--- config.mk ---
export PLATFORM = sky130hd
export DESIGN_NAME = pa_idu_fls_dp
export DESIGN_NICKNAME = d
export VERILOG_FILES = /design/src/rtl/pa_idu_fls_dp.sv
export SDC_FILE = /design/constraint.sdc
export NUM_CORES = 1
export LEC_CHECK = 0
export ABC_AREA = 1
export CORE_ASPECT_RATIO = 1.25
export CORE_MARGIN = 2
export CORE_UTILIZATION = 50
export DETAILED_ROUTE_END_ITERATION = 12
export HOLD_SLACK_MARGIN = 0.06
export PLACE_DENSITY = 0.76
export SYNTH_ARGS = -nofsm -noshare
export SYNTH_HDL_FRONTEND = slang
export SYNTH_SLANG_ARGS = --single-unit
--- constraint.sdc ---
create_clock -name forever_cpuclk -period 2.4 [get_ports forever_cpuclk]
set_clock_uncertainty 0.1 [all_clocks]
set_input_delay 0.6 -clock forever_cpuclk [delete_from_list [all_inputs] [get_ports forever_cpuclk]]
set_output_delay 0.6 -clock forever_cpuclk [all_outputs]
set_load 0.05 [all_outputs]
--- src/rtl/pa_idu_fls_dp.sv ---
// FP load/store dispatch: in-order FLW/FSW queue with FPR busy scoreboard, issuing to the LSU.
// Optional same-cycle write-back bypass of the head hazard: define PA_IDU_FLS_WB_BYPASS_EN.
module pa_idu_fls_dp #(
  parameter int DEPTH = 2
) (
  input  logic        forever_cpuclk,
  input  logic        cpurst_b,
  input  logic        idu_fls_vld,
  input  logic [19:0] idu_fls_func,
  input  logic        idu_fls_store,
  input  logic [4:0]  idu_fls_freg,
  input  logic [4:0]  idu_fls_rs1,
  input  logic [11:0] idu_fls_offset,
  output logic        fls_idu_rdy,
  output logic        fls_lsu_vld,
  input  logic        lsu_fls_rdy,
  output logic [19:0] fls_lsu_func,
  output logic        fls_lsu_store,
  output logic [4:0]  fls_lsu_freg,
  output logic [4:0]  fls_lsu_rs1,
  output logic [11:0] fls_lsu_offset,
  input  logic        lsu_fls_wb_vld,
  input  logic [4:0]  lsu_fls_wb_freg,
  input  logic        rtu_fls_flush,
  output logic        fls_idu_busy
);

  localparam int PTR_W = $clog2(DEPTH);
  localparam int CNT_W = PTR_W + 1;

  logic [19:0]      func_q   [DEPTH];
  logic             store_q  [DEPTH];
  logic [4:0]       freg_q   [DEPTH];
  logic [4:0]       rs1_q    [DEPTH];
  logic [11:0]      offset_q [DEPTH];

  logic [PTR_W-1:0] wr_ptr;
  logic [PTR_W-1:0] rd_ptr;
  logic [CNT_W-1:0] count;
  logic [31:0]      sb;
  logic [31:0]      sb_nxt;

  logic             head_vld;
  logic [4:0]       head_freg;
  logic             bypass_clr;
  logic             hazard;
  logic             enq;
  logic             deq;

  assign head_vld  = (count != '0);
  assign head_freg = freg_q[rd_ptr];

`ifdef PA_IDU_FLS_WB_BYPASS_EN
  assign bypass_clr = lsu_fls_wb_vld & (lsu_fls_wb_freg == head_freg);
`else
  assign bypass_clr = 1'b0;
`endif

  // One check covers RAW for FSW and WAW for FLW: both wait on the FPR's pending load.
  assign hazard      = head_vld & sb[head_freg] & ~bypass_clr;
  assign fls_idu_rdy = (count != CNT_W'(DEPTH)) & ~rtu_fls_flush;
  assign fls_lsu_vld = head_vld & ~hazard & ~rtu_fls_flush;
  assign enq         = idu_fls_vld & fls_idu_rdy;
  assign deq         = fls_lsu_vld & lsu_fls_rdy;
  assign fls_idu_busy = head_vld | (|sb);

  assign fls_lsu_func   = func_q[rd_ptr];
  assign fls_lsu_store  = store_q[rd_ptr];
  assign fls_lsu_freg   = head_freg;
  assign fls_lsu_rs1    = rs1_q[rd_ptr];
  assign fls_lsu_offset = offset_q[rd_ptr];

  // Set is applied after clear so an issuing FLW wins over a same-register write-back.
  always_comb begin
    sb_nxt = sb;
    if (lsu_fls_wb_vld) sb_nxt[lsu_fls_wb_freg] = 1'b0;
    if (deq && !store_q[rd_ptr]) sb_nxt[head_freg] = 1'b1;
  end

  always_ff @(posedge forever_cpuclk or negedge cpurst_b) begin
    if (!cpurst_b) begin
      sb <= '0;
    end else begin
      sb <= sb_nxt;
    end
  end

  always_ff @(posedge forever_cpuclk or negedge cpurst_b) begin
    if (!cpurst_b) begin
      wr_ptr <= '0;
      rd_ptr <= '0;
      count  <= '0;
    end else if (rtu_fls_flush) begin
      wr_ptr <= '0;
      rd_ptr <= '0;
      count  <= '0;
    end else begin
      if (enq) wr_ptr <= wr_ptr + PTR_W'(1);
      if (deq) rd_ptr <= rd_ptr + PTR_W'(1);
      case ({enq, deq})
        2'b10:   count <= count + CNT_W'(1);
        2'b01:   count <= count - CNT_W'(1);
        default: count <= count;
      endcase
    end
  end

  always_ff @(posedge forever_cpuclk or negedge cpurst_b) begin
    if (!cpurst_b) begin
      for (int i = 0; i < DEPTH; i++) begin
        func_q[i]   <= '0;
        store_q[i]  <= 1'b0;
        freg_q[i]   <= '0;
        rs1_q[i]    <= '0;
        offset_q[i] <= '0;
      end
    end else if (enq) begin
      func_q[wr_ptr]   <= idu_fls_func;
      store_q[wr_ptr]  <= idu_fls_store;
      freg_q[wr_ptr]   <= idu_fls_freg;
      rs1_q[wr_ptr]    <= idu_fls_rs1;
      offset_q[wr_ptr] <= idu_fls_offset;
    end
  end

endmodule

# ---- Word level (Yosys, flattened, before mapping)
# Cells that the tools add are included.
dict set report op_classes {
  bitwise 14
  reduce_logical 10
  n_lt_le_gt_ge 7
  add_sub_neg 4
  mux 42
  eq_ne 3
}
# op count
set ops {}
lappend ops {{20-bit 2-to-1 mux} 4}
lappend ops {{32-bit 2-to-1 mux} 2}
lappend ops {{12-bit 2-to-1 mux} 4}
lappend ops {{40-bit bitwise mux} 1}
lappend ops {{5-bit 2-to-1 mux} 7}
lappend ops {{32-bit bitwise AND} 1}
lappend ops {{32-bit inverter} 1}
lappend ops {{32-bit bitwise OR} 1}
lappend ops {{32-bit OR reduction} 1}
lappend ops {{24-bit bitwise mux} 1}
lappend ops {{10-bit bitwise mux} 2}
lappend ops {{20-bit demux with 1-bit select} 1}
lappend ops {{12-bit demux with 1-bit select} 1}
lappend ops {{5-bit by 6-bit less-than comparator with 1-bit output (second input constant)} 2}
lappend ops {{1-bit 2-to-1 mux} 11}
lappend ops {{1-bit demux with 5-bit select} 2}
lappend ops {{5-bit by 1-bit >= comparator with 1-bit output (second input constant)} 2}
lappend ops {{1-bit bitwise AND} 6}
lappend ops {{2-bit nonzero test} 3}
lappend ops {{1-bit binary-select mux with 5-bit select} 1}
lappend ops {{5-bit demux with 1-bit select} 1}
lappend ops {{2-bit >= comparator (second input constant)} 2}
lappend ops {{1-bit logical AND} 4}
lappend ops {{1-bit inverter with 2-bit output} 2}
lappend ops {{other kinds (15)} 17}
dict set report word_totals {
  elab_cells 94
  out_inout_bits 46
  inputBits 54
  register_bits 122
}

# ---- Logic depth before layout (Yosys ltp)
dict set report depth {
  depth_word 14
  ltp_mapped 18
  ltp_nobuf 17
}

# ---- Worst setup path after synthesis
# OpenSTA, ideal clock, no wires.
dict set report synth_timing {
  path_type {reg2out}
  start {register rd_ptr}
  end {output port fls_lsu_vld}
  path_buffers 0
  required_ps 1700
  stages_incl_launch_ff 10
  arrival_ps 2331
  setup_slack_ps -631
  cell_sequence {dfrtp_1 o21ai_1 inv_1 nand2_1 nor2_1 nand2_1 nand2_1 nor2_2 nand3_2 inv_1}
}
dict set report synth_between {
  elab_chain_cells 10
}
# item line_no
set synth_rtl {}
lappend synth_rtl {{from (decl)} 38} ;# logic [PTR_W-1:0] rd_ptr;
lappend synth_rtl {{from (signal assigned)} 99} ;# if (deq) rd_ptr <= rd_ptr + PTR_W'(1);
lappend synth_rtl {{1-bit inverter with 2-bit output (implied by the code)} 51} ;# assign head_freg = freg_q[rd_ptr];
lappend synth_rtl {{5-bit 2-to-1 mux (implied by the code) (3 in series)} 51}
lappend synth_rtl {{net fls_lsu_freg[4]} 19} ;# output logic [4:0] fls_lsu_freg,
lappend synth_rtl {{1-bit binary-select mux with 5-bit select} 60} ;# assign hazard = head_vld & sb[head_freg] & ~bypass_clr;
lappend synth_rtl {{1-bit 2-to-1 mux (implied by the code)} 60}
lappend synth_rtl {{1-bit bitwise AND} 60}
lappend synth_rtl {{1-bit inverter} 62} ;# assign fls_lsu_vld = head_vld & ~hazard & ~rtu_fls_flush;
lappend synth_rtl {{1-bit bitwise AND (2 in series)} 62}
lappend synth_rtl {{to (decl)} 15} ;# output logic fls_lsu_vld,
# The timed path passes the listed nets, and every way through them passes these cells. The select of a mux whose other input is x is not followed.

# ---- Worst setup path in the final report
dict set report layout_timing {
  start {register rd_ptr}
  end {output port fls_lsu_vld}
}
dict set report layout_between {
  elab_chain_cells 10
}
# item line_no
set layout_rtl {}
lappend layout_rtl {{1-bit inverter with 2-bit output (implied by the code)} 51}
lappend layout_rtl {{5-bit 2-to-1 mux (implied by the code) (3 in series)} 51}
lappend layout_rtl {{1-bit binary-select mux with 5-bit select} 60}
lappend layout_rtl {{1-bit 2-to-1 mux (implied by the code)} 60}
lappend layout_rtl {{1-bit bitwise AND} 60}
lappend layout_rtl {{1-bit inverter} 62}
lappend layout_rtl {{1-bit bitwise AND (2 in series)} 62}
# Every way passes these cells. The select of a mux whose other input is x is not followed.

==> metrics.cfg <==
[routing]
viasPerCell=5.64
routed_wl_microns=18100
drt_iter0_drc=465
wl_met2_microns=9690
antenna_left=0
dr.pass1.iters=5
wl_met3_microns=1270
wl_per_cell_microns=18.2
drt-met1-wl_microns=6460
post-route-drc-count=0
route.top_layer_used=met4
num_vias=5602

[worst_setup_path]
cp.arrival_ns=2.19
r2r_end=count[1]
cp.required_ns=1.70
criticalPathCategory=reg -> out
critPathMaxFanout=6
reg2reg_slack_ns=-0.05
rr_worst_depth=16
end_kind=output pin
start_kind=register
r2r-start=rd_ptr

[yosys]
synth-main-ff-cell=dfrtp_1
synth.distinct_cells=25
syn_area_per_cell_sq_um=8.54
syn_inst=683
seq_area_frac_synth_pct=52.3
synth_area_sq_mm=0.00583
syn_nets=737
synth_edf_count=0
async_flop_share_pct=100
yosys_warnings=0
synth_seq_cells=122

[pwr]
p_leak_nw=4.12
ir_drop_v=0.00127
power_density_mw_per_mm2=1760

[flow_run]
max-cap-violations=0

[global_routing]
grt_usage_pct=28.0
grt_max_degree=52
grt_pass1_wl_microns=27500
overflow=0
grt_pass1_vias=5623
grt_antenna_before_repair=0

[cts]
clkTransAtPathRegs_ns=0.06
htree_levels=4
cts_tree=done
clkSinkCount=122
cts_inserted_buffers=17
clockRootBuffer=clkbuf_16
clk_path_buf_depth=2
clock_latency_ns=0.42

[final_layout]
ff_latch_area_sq_mm=0.00306
insertedDiodeCount=0
finish.utilization_pct=80.6
multi_input_area_sq_mm=0.00297
area_delta_synth_final_pct=58.9
fillers=617
layout-drive-gt1-share_pct=35.2
nNetsFinal=898

[worst_hold_path]
hp-start=func_q[6]
holdPathStages=1
hold_path_class=reg -> reg
worst_hold_path.endpoint=func_q[6]

[timing]
grt_setup_unrepaired=true
finalSetupTns_ns=-3.53
setup_viol=50
fmax_mhz=345
hold_viol=0
tightest_slew_ns=0.474
max_slew_margin_pct=68.3
min_period_over_period_pct=121
final_max_slew_viol_count=0
min_period_ns=2.89
fin_ws_ns=-0.495

[floorplan]
initial_core_util_pct=50.7
die_h_microns=125
dieArea_sq_mm=0.0126
rows=44
fp.dieW_microns=101
io_pins=100
core_sq_mm=0.0115

[placement]
io_buffers=99
dp_hpwl_microns=11200
gp_congestion=0.979

[outcome]
violations=negative setup slack
status=finished with violations

-- power breakdown --
group | internal [W] | switching (W)
combinational | 0.00450 | 0.00554
sequential | 0.00296 | 0.000570
clock | 0.00179 | 0.000950
-- critical path, cell delays in order (launching register included) --
cell	delay, ns
dfrtp_4	0.55
buf_12	0.17
o21ai_4	0.19
buf_6	0.15
nand2_4	0.06
nor2_4	0.12
nand2_1	0.07
nand2_2	0.08
nor2_4	0.05
nand3_4	0.09
clkinvlp_4	0.10
buf_12	0.15
-- cell type report --
| type | instances | share of cell area, % |
|---|---|---|
| flip-flops and latches | 122 | 33.0 |
| multi-input cells | 470 | 32.1 |
| repair buffers | 169 | 23.6 |
| clock buffers | 20 | 4.93 |
| inverters | 64 | 2.71 |
| well taps | 138 | 1.86 |
| clock inverters | 11 | 1.81 |
-- how the worst max path moves through the flow --
stage | from | endpoint
3_5_place_dp | rd_ptr | fls_lsu_vld
3_3_place_gp | rd_ptr | fls_lsu_vld
5_1_grt | rd_ptr | fls_lsu_vld
6_report | rd_ptr | fls_lsu_vld
4_1_cts | rd_ptr | fls_lsu_vld
2_1_floorplan | rd_ptr | fls_lsu_vld
-- cell families (layout without fill, tap and decap cells) --
kind of cell | Yosys count | count (layout) | synth area share, %
and+or+nand+nor | 273 | 273 | 19.2
AOI/OAI and AO/OA | 155 | 155 | 14.2
DFF | 122 | 122 | 52.3
buffers and inverters | 91 | 264 | 6.24
muxes | 42 | 42 | 8.11
-- per-layer routing --
metal	track usage, %	vias to the layer above
met1	32.4	2734
met5	0	-
met3	9.65	64
met4	11.5	0
met2	46.8	232
li1	-	2572
-- registers in the layout (all words and copies together), names as in the netlist --
| register | cells |
|---|---|
| rs1_q | 10 |
| count | 2 |
| rd_ptr | 1 |
| func_q | 40 |
| wr_ptr | 1 |
| freg_q | 10 |
| offset_q | 24 |
| store_q | 2 |
| sb | 32 |
-- cells in the mapped netlist (2+ instances only) --
cell / number / share of area (%)
inv_2: 3 / 0.19
mux2_2: 42 / 8.1
nor4_1: 8 / 0.86
nand2_2: 2 / 0.21
o21ai_1: 21 / 1.8
clkbuf_1: 18 / 1.2
nand4_1: 3 / 0.32
o21ai_0: 117 / 10
nand3_1: 26 / 2.2
buf_4: 2 / 0.26
dfrtp_1: 122 / 52
inv_1: 61 / 3.9
nor2_1: 20 / 1.3
nand2_1: 208 / 13
buf_2: 6 / 0.51
a21oi_1: 3 / 0.26
o21ai_2: 13 / 2.0
-- repair_timing --
action | in CTS | in global routing
hold buffers | 1 | 0
cloned | 1 | 3
resized for setup | 30 | 61
setup buffers | 10 | 6
endpoints found under the setup margin | 34 | 58
hold endpoints to repair | 31 | 0
pin swaps | 14 | 24
-- cells in the final DEF (no fill, tap or decap), types with 9 or more instances in the layout --
master and instances:
o21ai_4 24, nor2_1 9, clkbuf_16 19, clkdlybuf4s50_1 52, nor2_4 12, nand2_1 180
o21ai_1 21, buf_12 53, o21ai_2 27, nand3_1 25, buf_6 10, mux2_2 42
dfrtp_1 121, nand2_2 27, o21ai_0 79, buf_4 47, inv_1 57
-- per-stage QoR --
stage / worst slack (ns) / area, sq um / power, W / hold slack (ns) / cells
floorplan: -0.151 / 6050 / 0.00808 / 0.204 / 683
global placement: -0.113 / 8020 / 0.0120 / 0.389 / 942
detailed placement: -0.143 / 8020 / 0.0122 / 0.395 / 942
CTS: -0.482 / 8870 / 0.0153 / 0.408 / 985
global route: -0.600 / 9270 / 0.0170 / 0.421 / 994
finish: -0.495 / 9270 / 0.0163 / 0.409 / 994
Power figures use the tool's default switching activity.
